[config.mk]
export PLATFORM = sky130hd
export DESIGN_NAME = rtc_stopwatch_lap
export DESIGN_NICKNAME = d
export VERILOG_FILES = /design/src/rtl/rtc_stopwatch_lap.sv
export SDC_FILE = /design/constraint.sdc
export NUM_CORES = 1
export LEC_CHECK = 0
export BUFFER_PORTS_ARGS = -buffer_cell sky130_fd_sc_hd__buf_2
export CORE_MARGIN = 2
export CORE_UTILIZATION = 50
export DETAILED_ROUTE_END_ITERATION = 10
export GPL_TIMING_DRIVEN = 0
export PLACE_DENSITY = 0.76
export SLEW_MARGIN = 0
export SYNTH_ARGS = -nofsm -noshare
export SYNTH_HDL_FRONTEND = slang
export SYNTH_SLANG_ARGS = --single-unit
export TNS_END_PERCENT = 10
[constraint.sdc]
create_clock -name sys_clk -period 2.8 [get_ports sys_clk]
set_input_delay 0.14 -clock sys_clk [delete_from_list [all_inputs] [get_ports sys_clk]]
set_output_delay 0.14 -clock sys_clk [all_outputs]
set_load 0.01 [all_outputs]
[src/rtl/rtc_stopwatch_lap.sv]
// rtc_stopwatch_lap: BCD stopwatch with start/stop/lap/clear buttons, a small
// lap memory with recall, and a multiplexed active-low 7-segment display.
// o_dbg_state encoding: 0 = IDLE, 1 = RUN, 2 = STOP. o_dbg_count is the live
// count. i_dbg_load overwrites the count on the next edge and takes priority
// over a tick.
module rtc_stopwatch_lap #(
    parameter int CLK_HZ     = 100000000,
    parameter int TICK_HZ    = 100,
    parameter int NUM_DIGITS = 6,
    parameter int TIME_FMT   = 1,
    parameter int LAP_DEPTH  = 4,
    parameter int SCAN_DIV   = 100000
) (
    input  logic                    sys_clk,
    input  logic                    reset_n,
    input  logic                    i_startstop,
    input  logic                    i_lap,
    input  logic                    i_clear,
    input  logic                    i_dbg_load,
    input  logic [4*NUM_DIGITS-1:0] i_dbg_value,
    output logic [7:0]              o_segments,
    output logic [NUM_DIGITS-1:0]   o_digits,
    output logic                    o_running,
    output logic [3:0]              o_lap_count,
    output logic                    o_overflow,
    output logic [1:0]              o_dbg_state,
    output logic [4*NUM_DIGITS-1:0] o_dbg_count
);
    localparam int CW        = 4 * NUM_DIGITS;
    localparam int PRESC_DIV = CLK_HZ / TICK_HZ;
    localparam int PW        = (PRESC_DIV > 1) ? $clog2(PRESC_DIV) : 1;
    localparam int SW        = (SCAN_DIV > 1) ? $clog2(SCAN_DIV) : 1;
    localparam int DW        = $clog2(NUM_DIGITS);
    localparam int VW        = (LAP_DEPTH > 1) ? $clog2(LAP_DEPTH) : 1;

    typedef enum logic [1:0] {
        S_IDLE = 2'd0,
        S_RUN  = 2'd1,
        S_STOP = 2'd2
    } state_t;

    state_t              r_state;
    logic [2:0]          r_sync1, r_sync2, r_sync3;   // bit0 startstop, bit1 lap, bit2 clear
    logic [PW-1:0]       r_presc;
    logic [CW-1:0]       r_count;
    logic [CW-1:0]       r_laps [LAP_DEPTH];
    logic [3:0]          r_lap_count;
    logic                r_view;
    logic [VW-1:0]       r_view_idx;
    logic                r_overflow;
    logic [SW-1:0]       r_scan_cnt;
    logic [DW-1:0]       r_scan_dig;
    logic [NUM_DIGITS-1:0] r_digits;
    logic [7:0]          r_segments;

    logic [2:0]          w_evt;
    logic                w_tick;
    logic [CW-1:0]       w_next_count;
    logic                w_wrap;
    logic [CW-1:0]       w_disp_value;
    logic [3:0]          w_disp_digit;
    logic                w_dp_on;
    logic [7:0]          w_seg_next;

    function automatic logic [3:0] digit_max(input int idx);
        if (TIME_FMT == 1 && (idx == 3 || idx == 5)) digit_max = 4'd5;
        else                                         digit_max = 4'd9;
    endfunction

    function automatic logic [6:0] seg7(input logic [3:0] d);
        case (d)
            4'd0:    seg7 = 7'h3F;
            4'd1:    seg7 = 7'h06;
            4'd2:    seg7 = 7'h5B;
            4'd3:    seg7 = 7'h4F;
            4'd4:    seg7 = 7'h66;
            4'd5:    seg7 = 7'h6D;
            4'd6:    seg7 = 7'h7D;
            4'd7:    seg7 = 7'h07;
            4'd8:    seg7 = 7'h7F;
            4'd9:    seg7 = 7'h6F;
            default: seg7 = 7'h00;
        endcase
    endfunction

    // Button synchronisers; the third stage gives the previous level for edge detection.
    always_ff @(posedge sys_clk or negedge reset_n) begin
        if (!reset_n) begin
            r_sync1 <= '0;
            r_sync2 <= '0;
            r_sync3 <= '0;
        end else begin
            r_sync1 <= {i_clear, i_lap, i_startstop};
            r_sync2 <= r_sync1;
            r_sync3 <= r_sync2;
        end
    end

    assign w_evt  = r_sync2 & ~r_sync3;
    assign w_tick = (r_state == S_RUN) && (r_presc == PW'(PRESC_DIV - 1));

    // Ripple-carry BCD increment; a digit at or above its maximum wraps to 0 and carries.
    always_comb begin
        logic v_carry;
        v_carry      = 1'b1;
        w_next_count = r_count;
        for (int i = 0; i < NUM_DIGITS; i++) begin
            if (v_carry) begin
                if (r_count[4*i +: 4] >= digit_max(i)) begin
                    w_next_count[4*i +: 4] = 4'd0;
                end else begin
                    w_next_count[4*i +: 4] = r_count[4*i +: 4] + 4'd1;
                    v_carry = 1'b0;
                end
            end
        end
        w_wrap = v_carry;
    end

    // Control FSM: lap is judged in the pre-transition state, then start/stop or clear applies.
    always_ff @(posedge sys_clk or negedge reset_n) begin
        if (!reset_n) begin
            r_state     <= S_IDLE;
            r_presc     <= '0;
            r_count     <= '0;
            r_lap_count <= '0;
            r_view      <= 1'b0;
            r_view_idx  <= '0;
            r_overflow  <= 1'b0;
            for (int i = 0; i < LAP_DEPTH; i++) r_laps[i] <= '0;
        end else begin
            if (w_evt[1]) begin
                if (r_state == S_RUN) begin
                    if (r_lap_count < 4'(LAP_DEPTH)) begin
                        r_laps[r_lap_count[VW-1:0]] <= r_count;
                        r_lap_count <= r_lap_count + 4'd1;
                    end
                end else if (r_state == S_STOP && r_lap_count != 4'd0) begin
                    if (!r_view) begin
                        r_view     <= 1'b1;
                        r_view_idx <= '0;
                    end else if (4'(r_view_idx) == r_lap_count - 4'd1) begin
                        r_view_idx <= '0;
                    end else begin
                        r_view_idx <= r_view_idx + VW'(1);
                    end
                end
            end

            if (i_dbg_load) begin
                r_count <= i_dbg_value;
            end else if (w_tick) begin
                r_count <= w_next_count;
                if (w_wrap) r_overflow <= 1'b1;
            end

            if (r_state == S_RUN) r_presc <= w_tick ? '0 : r_presc + PW'(1);

            if (w_evt[0]) begin
                r_view <= 1'b0;
                case (r_state)
                    S_IDLE: begin
                        r_state <= S_RUN;
                        r_presc <= '0;
                    end
                    S_RUN:   r_state <= S_STOP;
                    S_STOP:  r_state <= S_RUN;
                    default: r_state <= S_IDLE;
                endcase
            end else if (w_evt[2] && r_state != S_RUN) begin
                r_state     <= S_IDLE;
                r_presc     <= '0;
                r_count     <= '0;
                r_lap_count <= '0;
                r_view      <= 1'b0;
                r_view_idx  <= '0;
                r_overflow  <= 1'b0;
                for (int i = 0; i < LAP_DEPTH; i++) r_laps[i] <= '0;
            end
        end
    end

    // Digit scan: SCAN_DIV cycles per slot, digits 0..NUM_DIGITS-1 in order.
    always_ff @(posedge sys_clk or negedge reset_n) begin
        if (!reset_n) begin
            r_scan_cnt <= '0;
            r_scan_dig <= '0;
        end else if (r_scan_cnt == SW'(SCAN_DIV - 1)) begin
            r_scan_cnt <= '0;
            r_scan_dig <= (r_scan_dig == DW'(NUM_DIGITS - 1)) ? '0 : r_scan_dig + DW'(1);
        end else begin
            r_scan_cnt <= r_scan_cnt + SW'(1);
        end
    end

    // Select the shown value and decode the current digit; codes above 9 blank everything.
    always_comb begin
        w_disp_value = r_view ? r_laps[r_view_idx] : r_count;
        w_disp_digit = w_disp_value[{r_scan_dig, 2'b00} +: 4];
        w_dp_on      = (int'(r_scan_dig) == 2) || (TIME_FMT == 1 && int'(r_scan_dig) == 4);
        if (w_disp_digit > 4'd9) w_seg_next = 8'hFF;
        else                     w_seg_next = {~w_dp_on, ~seg7(w_disp_digit)};
    end

    // Registered display drivers so both are all-ones while in reset.
    always_ff @(posedge sys_clk or negedge reset_n) begin
        if (!reset_n) begin
            r_digits   <= '1;
            r_segments <= 8'hFF;
        end else begin
            r_digits   <= ~(NUM_DIGITS'(1) << r_scan_dig);
            r_segments <= w_seg_next;
        end
    end

    assign o_segments  = r_segments;
    assign o_digits    = r_digits;
    assign o_running   = (r_state == S_RUN);
    assign o_lap_count = r_lap_count;
    assign o_overflow  = r_overflow;
    assign o_dbg_state = r_state;
    assign o_dbg_count = r_count;

endmodule
# Word level (Yosys, flattened, before mapping)
# Memories as Yosys holds them, arrays and structs flattened.
# Index checks and enable logic that the tools add are counted.
dict set report totals {
  register_bits 193
  romBits 112
  input_bits 30
  elab_cells 150
  mem_count 1
}
dict set report op_classes {
  add_sub_neg 12
  magnitude_cmp 11
  eq_ne 10
  shift 2
  n_mux 77
  bitwise 7
  n_reduce_logical 12
}
# name words word_bits read_ports rd_clocked_by_memory_dff wr line
set mem_list {}
lappend mem_list {{(no name shown)} 16 7 1 0 0 71} ;# case (d)
# cell n
set ops {}
lappend ops {{96-bit two-way mux} 5}
lappend ops {{24-bit two-way mux} 8}
lappend ops {{20-bit two-way mux} 5}
lappend ops {{96-bit bitwise mux} 1}
lappend ops {{4-bit two-way mux} 21}
lappend ops {{24-bit binary-select mux with 2-bit select} 1}
lappend ops {{24-bit demux with 2-bit select} 1}
lappend ops {{4-bit by 1-bit adder with 4-bit output (second input constant)} 7}
lappend ops {{24-bit by 6-bit indexed part select with 4-bit output} 1}
lappend ops {{1-bit two-way mux} 21}
lappend ops {{20-bit by 1-bit adder with 20-bit output (second input constant)} 1}
lappend ops {{20-bit == test (second input constant)} 1}
lappend ops {{4-bit greater-or-equal comparator} 5}
lappend ops {{2-bit two-way mux} 9}
lappend ops {{17-bit by 1-bit adder with 17-bit output (second input constant)} 1}
lappend ops {{17-bit == test (second input constant)} 1}
lappend ops {{17-bit two-way mux} 1}
lappend ops {{3-bit == test (second input constant)} 3}
lappend ops {{8-bit two-way mux} 1}
lappend ops {{7-bit two-way mux} 1}
lappend ops {{7-bit inverter} 1}
lappend ops {{3-bit greater-or-equal comparator (second input constant)} 2}
lappend ops {{2-bit inverter with 3-bit output} 2}
lappend ops {{6-bit inverter} 1}
lappend ops {{26 further kinds} 30}

# Logic depth before layout (Yosys ltp)
# Gate-level depths: netlist of run 1.
dict set report logic_depth {
  depth_word 27
  depth_mapped 12
  depth_no_buf 10
}

# Least setup slack after synthesis of run 1
# OpenSTA, ideal clock, no wires.
dict set report synth_timing {
  path_kind {reg2reg}
  startpoint {register r_view_idx[0]}
  endpoint {register r_segments[3] (netlist: o_segments[3])}
  setup_ns 0.094
  arrival_time_ns 3.032
  t_required_ns 2.706
  path_slack_ns -0.326
  path_stages_with_launch 13
  path_buffers 2
  synth_period_minus_slack_ns 3.126
  cell_sequence {dfrtp_1 buf_2 buf_2 mux4_2 mux4_2 nand2_1 a21oi_1 a21oi_1 inv_1 ha_1 nor2_1 a2111oi_4 a311oi_1}
}
dict set report synth_via {
  elab_chain_len 10
}
# element line
set synth_rtl {}
lappend synth_rtl {{from (decl)} 49} ;# logic [VW-1:0] r_view_idx;
lappend synth_rtl {{from (signal assigned)} 145} ;# r_view_idx <= r_view_idx + VW'(1);
lappend synth_rtl {{2-bit inverter with 3-bit output (implied by the code) (*)} 198} ;# w_disp_value = r_view ? r_laps[r_view_idx] : r_count;
lappend synth_rtl {{24-bit binary-select mux with 2-bit select (*)} 198}
lappend synth_rtl {{24-bit two-way mux (implied by the code) (*) (2 in a row)} 198}
lappend synth_rtl {{24-bit two-way mux (*)} 198}
lappend synth_rtl {{24-bit by 6-bit indexed part select with 4-bit output (*)} 199} ;# w_disp_digit = w_disp_value[{r_scan_dig, 2'b00} +: 4];
lappend synth_rtl {{memory read 16 x 7 bit} --}
lappend synth_rtl {{7-bit two-way mux} 201} ;# if (w_disp_digit > 4'd9) w_seg_next = 8'hFF;
lappend synth_rtl {{7-bit inverter} 202} ;# else w_seg_next = {~w_dp_on, ~seg7(w_disp_digit)};
lappend synth_rtl {{8-bit two-way mux (*)} 201}
lappend synth_rtl {{named net w_seg_next[3]} 63} ;# logic [7:0] w_seg_next;
lappend synth_rtl {{to (signal assigned)} 212} ;# r_segments <= w_seg_next;
lappend synth_rtl {{to (decl)} 54} ;# logic [7:0] r_segments;
# The timed path passes the listed nets; every way through them passes the cells marked *. The select of a mux whose other input is x is not followed.
# A chain may end at the register's enable or synchronous reset.

# Final worst setup path of run 1
dict set report layout_timing {
  startpoint {register r_view_idx[0]}
  endpoint {register r_segments[2] (netlist: o_segments[2])}
}
# The elaborated chain is that of the path after synthesis.

==> results of run 1 <==
cells in the mapped netlist (all sizes together) (3+ instances only):
library cell	instances	area, um^2
and2	9	56.30
nor4	4	40.04
nand3b	6	45.04
dfstp	14	367.9
o31ai	5	42.54
xor2	17	148.9
nand4	7	50.05
mux4	17	382.9
dfrtp	179	4479
or3	11	68.82
a211oi	9	67.56
nand2b	7	46.30
buf	31	210.2
a22oi	5	37.54
or4b	4	40.04
mux2i	22	220.2
clkbuf	46	176.4
a31oi	8	50.05
o311ai	3	33.79
nor3	18	95.09
o21ai	28	140.1
nand2	251	942.2
a311oi	6	52.55
nor2b	7	43.79
nor3b	3	22.52
xnor2	18	157.7
and3	11	70.07
a21oi	124	620.6
nand3	29	145.1
mux2	11	127.6
and4	5	43.79
a21boi	4	33.78
ha	31	387.9
inv	27	101.4
nor2	59	224.0
sequential cells by signal, summed over array words and instances, names as in the netlist:
signal       flops
o_segments       8
r_laps          96
o_dbg_state      2
o_lap_count      4
r_view           1
r_view_idx       2
o_digits         6
r_scan_dig       3
o_overflow       1
r_scan_cnt      17
o_dbg_count     24
r_sync3          3
r_sync2          3
r_presc         20
r_sync1          3
repair_timing:
item	4_1_cts	5_1_grt
hold endpoints to repair	107	0
cloned	0	0
pin swaps	5	6
buffers inserted	6	0
endpoints found under the setup margin	8	57
resized for setup	20	17
hold buffers	24	0
cell usage in the layout (no fill, tap or decap), types with 14 or more instances in the layout:
cell type      count
nor3_1            17
dfrtp_1          178
xnor2_1           18
mux4_2            17
clkbuf_1          40
o21ai_0           26
dlygate4sd3_1     24
nand3_1           29
ha_1              29
inv_1             25
xor2_1            17
clkbuf_16         17
mux2i_1           22
nor2_1            56
a21oi_1          122
buf_2             87
dfstp_2           14
nand2_1          251
through the flow:
stage	hold WS (ps)	setup slack, ps	std cells	setup TNS (ps)
6_report	56.46	-86.01	1480	-193.4
5_1_grt	57.48	-138.6	1480	-679.4
4_1_cts	46.03	-78.41	1482	-167.6
3_5_place_dp	236.7	-479.0	1420	-3223
3_3_place_gp	249.3	-1569	1419	-286370
2_1_floorplan	-155.6	3.501	1075	0
routing by layer:
metal | track usage (%) | wire length (um)
met1 | 34.70 | 11540
met2 | 42.15 | 13070
met3 | 5.219 | 2036
met4 | 11.84 | 971
met5 | 0 | 0
worst max-delay path by stage:
| stage | to | slack, ps | cells after the start |
|---|---|---|---|
| 6_report | o_segments[2] | -90 | 11 |
| 5_1_grt | o_segments[2] | -140 | 11 |
| 4_1_cts | o_segments[2] | -80 | 11 |
| 3_5_place_dp | o_segments[3] | -480 | 12 |
| 3_3_place_gp | r_sync3[0] | -1570 | 1 |
| 2_1_floorplan | o_segments[3] | 4 | 12 |
power groups by stage:
stage | clock network [mW] | registers (mW) | logic (mW)
5_1_grt | 2.57 | 3.50 | 1.83
3_5_place_dp | 0 | 3.49 | 1.56
2_1_floorplan | 0 | 3.45 | 1.02
4_1_cts | 2.44 | 3.44 | 1.63
3_3_place_gp | 0 | 3.47 | 1.51
6_report | 2.42 | 3.47 | 1.66
cells by family after synthesis:
family / Yosys count / share of synthesized area (%)
buf+inv: 106 / 4.958
simple gates: 443 / 20.17
mux: 50 / 7.203
fa+ha+maj: 31 / 3.823
xor+xnor: 35 / 3.022
compound gates: 217 / 13.05
flops: 193 / 47.78
area by class of cell:
class / instances / area [um^2]
tap: 270 / 337.8
multi-input combinational: 776 / 4902
timing repair buffer: 105 / 693.2
buffer: 76 / 436.7
clock inverter: 13 / 125.1
sequential: 193 / 4848
clock buffer: 19 / 452.9
fill: 1673 / 8203
inverter: 28 / 105.1
critical path, cell delays in order, from the launching register on:
cell       delay [ps]
dfrtp_2           380
buf_8             120
buf_12            110
mux4_2            500
mux4_2            470
nand2_1            90
a21oi_2            70
a21oi_4           240
ha_4              190
nor2_4             50
a2111oi_4         360
o21ba_4           220
==> impl_results.md, run 1 <==
* Req. time, crit path at 3170 ps
* Final core occ at 59.20%
* 1st-iter DRT viols at between 600 and 700
* P_leak at 5.149 nW
* Hold Path Sink: o_dbg_count[19]
* Sequential fraction of the synthesis area at 47.78%
* Sequential fraction of design power at a little under half
* Failing checks: negative setup slack
* Setup violators final at 4
* Clock Skews at 10.24 ps
* Max-cap violation count at 0
* Power, Total at 7.555 mW
* R2R setup slack at -90 ps
* Finished Cell Area at between 10000 and 15000 um^2
* Vias at 8552
* Switching Share at 31.92%
* Nets at 1258
* Number of synthesized flops with an enable pin at 0
* Internal cell power at 5.143 mW
* Root Buffer Master: clkbuf_16
* GRT Overall Usage at 26.25%
* CTS tree: built
* Synthesis-to-finish area growth at 17.32%
* Register bit count reported by yosys at just under 200
* HP Start: i_dbg_load
* DR DRC count at 0
* Slew at the pin closest to its max-slew limit at 861.5 ps
* Gr ovfl total at 0
* Worst path arrival time at about 3300 ps
* Post-Route WL at 27620 um
* Ys Warns at 0
* Clock Sinks at 193
* Slew Limit Headroom at 42.48%
* Worst setup startpoint: r_view_idx[0]
* Synth async-reset ratio at 100.0%
* First-pass iteration count of the detailed router at 6
* Core footprint at 20100 um^2
* Wire length per cell at 18.66 um
* FMAX at 346.5 MHz
* PwrDens at 634.8 nW/um^2
* Global-route wire length before repair at 44020 um
* Die Y at 146.4 um
* Initial antenna violation count at 0
* Crit Path Max Fanout at 5
* DP Area at 10910 um^2
* Critical path class: reg2reg
* I/O Buffers at 74
* RR Startpoint: r_view_idx[0]
* Clk pwr share at around a third
* Initial Util at 50.46%
* Cts bufs inserted at 17
* Ys flop type: dfrtp_1
* R2R depth at 11
* Fin worst setup slack at -86.01 ps
* Worst Setup End Kind: flip-flop
* Combinational Power Share at 22.0%
* Share of cells above drive strength 1 at 18.60%
* RePlAce Congestion at 0.9229
* Status: finished, violations left
* Largest net degree at the start of global routing at 100
* Net Switching at 2.412 mW
* RSZ-0062 raised after global routing: true
* Die area at 21440 um^2
* Die outline width at about 150 um
* Hold Path Stages at 4
* RR Endpoint: o_segments[2]
* Mean Syn Cell Area at 9.437 um^2
* Mapped Area at approximately 10000 um^2
* Row count at 52
* Min Tclk post-route at ~2900 ps
* Startpoint types: flip-flop
* Syn nets at 1136
* Final ANT Viol Nets at 0
* Antenna cells at 0
* Mapped Cells at 1075
* Final Max Tran Viols at 0
* Netlist cell types at 82
* Post-DP HPWL at between 15000 and 20000 um
* Worst VDD drop at 379.3 uV
* Vias in the first global route at 8472
* DR vias/cell at between 5 and 6
* CTS HTree Levels at 4
* I/O pins at 76
* Final Hold Vio Count at 0
* Period utilization at 103.1%
* Worst hold path class: in2reg
* Clk buf depth at 2
* Clk slew on worst S/H paths at 70 ps
* Clk_lat worst skew at 440 ps
Note: power is estimated with default switching activity, not from simulation.
==> inputs of run 2 (changes only) <==
--- a/config.mk
+++ b/config.mk
@@ -5,6 +5,7 @@
 export SDC_FILE = /design/constraint.sdc
 export NUM_CORES = 1
 export LEC_CHECK = 0
+export ABC_AREA = 1
 export BUFFER_PORTS_ARGS = -buffer_cell sky130_fd_sc_hd__buf_2
 export CORE_MARGIN = 2
 export CORE_UTILIZATION = 50
==> constraint.sdc (replaced) <==
create_clock -name sys_clk -period 2.8 [get_ports sys_clk]
set_input_delay 0.42 -clock sys_clk [delete_from_list [all_inputs] [get_ports sys_clk]]
set_output_delay 0.42 -clock sys_clk [all_outputs]
set_load 0.01 [all_outputs]
==> impl_results.md, run 2 <==
* Cts bufs inserted at 17 (unchanged)
* Mapped Area at 10630 um^2 (+4.7%)
* Die Y at 149.8 um (+2.3%)
* Final Hold Vio Count at 0 (unchanged)
* Initial Util at 50.70% (+0.24 points)
* CTS HTree Levels at 4 (unchanged)
* Clk_lat worst skew at 440 ps (about the same)
* Synth async-reset ratio at 100.0% (unchanged)
* Core footprint at 20960 um^2 (+4.2%)
* Finished Cell Area at 11930 um^2 (+0.27%)
* Nets at 1525 (+21%)
* Clk slew on worst S/H paths at 70 ps (about the same)
* Die area at 22430 um^2 (+4.6%)
* Area leader, netlist: dfrtp_1
* Mapped Cells at 1370 (+27%)
* Layout fillers at 1955 (+17%)
* Critical path class: reg2reg
* Req. time, crit path at 3180 ps (about the same)
* I/O Buffers at 74 (unchanged)
* Share of cells above drive strength 1 at 13.02% (-5.6 points)
* Netlist cell types at 43 (-48%)
* Most frequent cells in the layout: 219 x nand2_1, 214 x inv_1, 179 x dfrtp_1
* RePlAce Congestion at 0.9430 (+2.2%)
* DP Area at 11380 um^2 (+4.3%)
* Worst hold path class: in2async
* Post-DP HPWL at 21840 um (+17%)
* RSZ-0062 raised after global routing: false
* Clock Skews at 10.55 ps (+0.3089 ps)
* Slew Limit Headroom at 46.26% (+3.8 points)
* Worst path arrival time at 2980 ps (-280 ps)
* FMAX at 383.9 MHz (+11%)
* Largest register FFs at 96 (unchanged)
* Commonest non-fill, non-tap cell in the layout: nand2_1
* Final ANT Viol Nets at 0 (unchanged)
* 1st-iter DRT viols at 850 (+32%)
* Clock Sinks at 193 (unchanged)
* Vias in the first global route at 9366 (+11%)
* Synthesis-to-finish area growth at 12.32%
* Worst Setup End Kind: flip-flop
* Most common cell in the synthesized netlist: nand2_1
* Post-Route WL at 30610 um (+11%)
* Top cells by count, synth: 219 x nand2_1, 214 x inv_1, 179 x dfrtp_1, 170 x a21oi_1, 154 x o21ai_0
* GRT Overall Usage at 28.30% (+2.0 points)
* Crit Path Max Fanout at 10 (+5)
* Sequential fraction of the synthesis area at 45.62% (-2.2 points)
* Final Max Tran Viols at 0 (unchanged)
* Global-route wire length before repair at 49160 um (+12%)
* DR vias/cell at 5.598 (-3.1%)
* Max-cap violation count at 0 (unchanged)
* P_leak at 5.658 nW (+9.9%)
* DR DRC count at 0 (unchanged)
* I/O pins at 76 (unchanged)
* Antenna cells at 0 (unchanged)
* Synth top area cells: dfrtp_1 42%, a21oi_1 8.0%, nand2_1 7.7%
* Startpoint types: flip-flop
* Ys flop type: dfrtp_1
* Ys Warns at 0 (unchanged)
* Non-filler instance count after layout at 1750 (+18%)
* Largest net degree at the start of global routing at 104 (+4.0%)
* Status: finished, final reports clean
* Vias at 9796 (+15%)
* Post-synth top area share at 42.16% (-2.0 points)
* Syn nets at 1431 (+26%)
* Number of synthesized flops with an enable pin at 0 (unchanged)
* Clk buf depth at 2 (unchanged)
* Register bit count reported by yosys at 193 (unchanged)
* Row count at 53 (+1.9%)
* Wire length per cell at 17.49 um (-6.3%)
* Die outline width at 149.8 um (+2.3%)
* Slew at the pin closest to its max-slew limit at 806.1 ps (-55.42 ps)
* Biggest register: r_laps
* Min Tclk post-route at 2605 ps (-281.3 ps)
* Gr ovfl total at 0 (unchanged)
* Setup violators final at 0 (-4)
* Dpl cells at 1720 (+21%)
* Root Buffer Master: clkbuf_16
* Initial antenna violation count at 0 (unchanged)
* CTS tree: built
* Period utilization at 93.03% (-10 points)
* Worst VDD drop at 465.1 uV (+23%)
* Mean Syn Cell Area at 7.756 um^2 (-18%)
* First-pass iteration count of the detailed router at 5 (-1)
* PwrDens at 642.1 nW/um^2 (+1.1%)
run 2: metrics by stage:
step / TNS [ps] / utilization [%] / total power [mW] / worst slack (ps) / hold slack (ps)
after global routing: 0 / 56.95 / 8.060 / 7.912 / 70.81
after global placement: -343970 / 54.11 / 5.215 / -1880 / 333.2
after detailed placement: 0 / 54.29 / 5.307 / 30.12 / 341.8
after CTS: 0 / 56.92 / 7.642 / 186.8 / 70.32
after floorplan: 0 / - / 4.695 / 514.4 / 124.4
final: 0 / 56.95 / 7.662 / 195.3 / 3.130
run 2: cells by family (layout without fill, tap and decap cells):
logic type / after synthesis / after routing / synth area share, %
AND/OR/NAND/NOR: 473 / 473 / 20.07
AO/OA/AOI/OAI: 362 / 362 / 17.97
adder cells (fa/ha/maj): 31 / 31 / 3.650
buffers and inverters: 295 / 400 / 11.38
XOR/XNOR: 16 / 16 / 1.319
flip-flops: 193 / 193 / 45.62
run 2: cell type report:
class | count | area [um^2] | area share [%]
Buffer | 65 | 344.1 | 2.883
Clock buffer | 19 | 442.9 | 3.711
Clock inverter | 11 | 106.4 | 0.8912
Inverter | 230 | 865.8 | 7.255
Multi-Input combinational cell | 882 | 4576 | 38.34
Sequential cell | 193 | 4847 | 40.62
Tap cell | 275 | 344.1 | 2.883
Timing Repair Buffer | 75 | 407.9 | 3.418
run 2: final timing paths:
path | startpoint | endpoint | slack (ps) | depth (start not counted)
worst max-delay path | r_view_idx[1] | o_segments[6] | 200 | 13
worst max register to register | r_view_idx[1] | o_segments[6] | 200 | 13
worst min register to register | r_sync1[2] | r_sync2[2] | 360 | 0
max in group asynchronous | reset_n | r_laps[84] | 1860 | 2
min in group sys_clk | i_lap | r_sync1[1] | 80 | 1
worst min-delay path | reset_n | r_laps[81] | 3 | 1
run 2: critical path: stages, from the launching register on:
cell and delay, ps:
dfrtp_1 420, buf_4 240, clkbuf_1 400, a21oi_1 70, o21ai_0 110, nand3_1 100
o211ai_1 110, nand3_1 120, o21a_2 260, ha_1 190, or2_2 290, nand2_2 100
o21ai_4 70, nand2_1 80
run 2: what timing repair did:
| action | CTS | global route |
|---|---|---|
| buffers inserted | 0 | 0 |
| endpoints found under the setup margin | 8 | 2 |
| endpoints found under the hold margin | 0 | 0 |
| gates resized for setup | 1 | 2 |
| hold buffers | 0 | 0 |
run 2: power breakdown:
| part | total, mW | internal (mW) | switching (mW) |
|---|---|---|---|
| Sequential | 3.60 | 3.28 | 0.317 |
| Clock | 2.37 | 1.25 | 1.12 |
| Combinational | 1.70 | 0.596 | 1.10 |
| Total | 7.66 | 5.13 | 2.54 |
run 2: per-layer routing:
metal | global-route usage [%] | vias up | share of wire [%]
met5 | 0 | - | 0
met3 | 3.963 | 74 | 8.3
met4 | 11.37 | 0 | 3.1
met2 | 44.84 | 433 | 46
li1 | - | 4648 | -
met1 | 39.42 | 4641 | 43
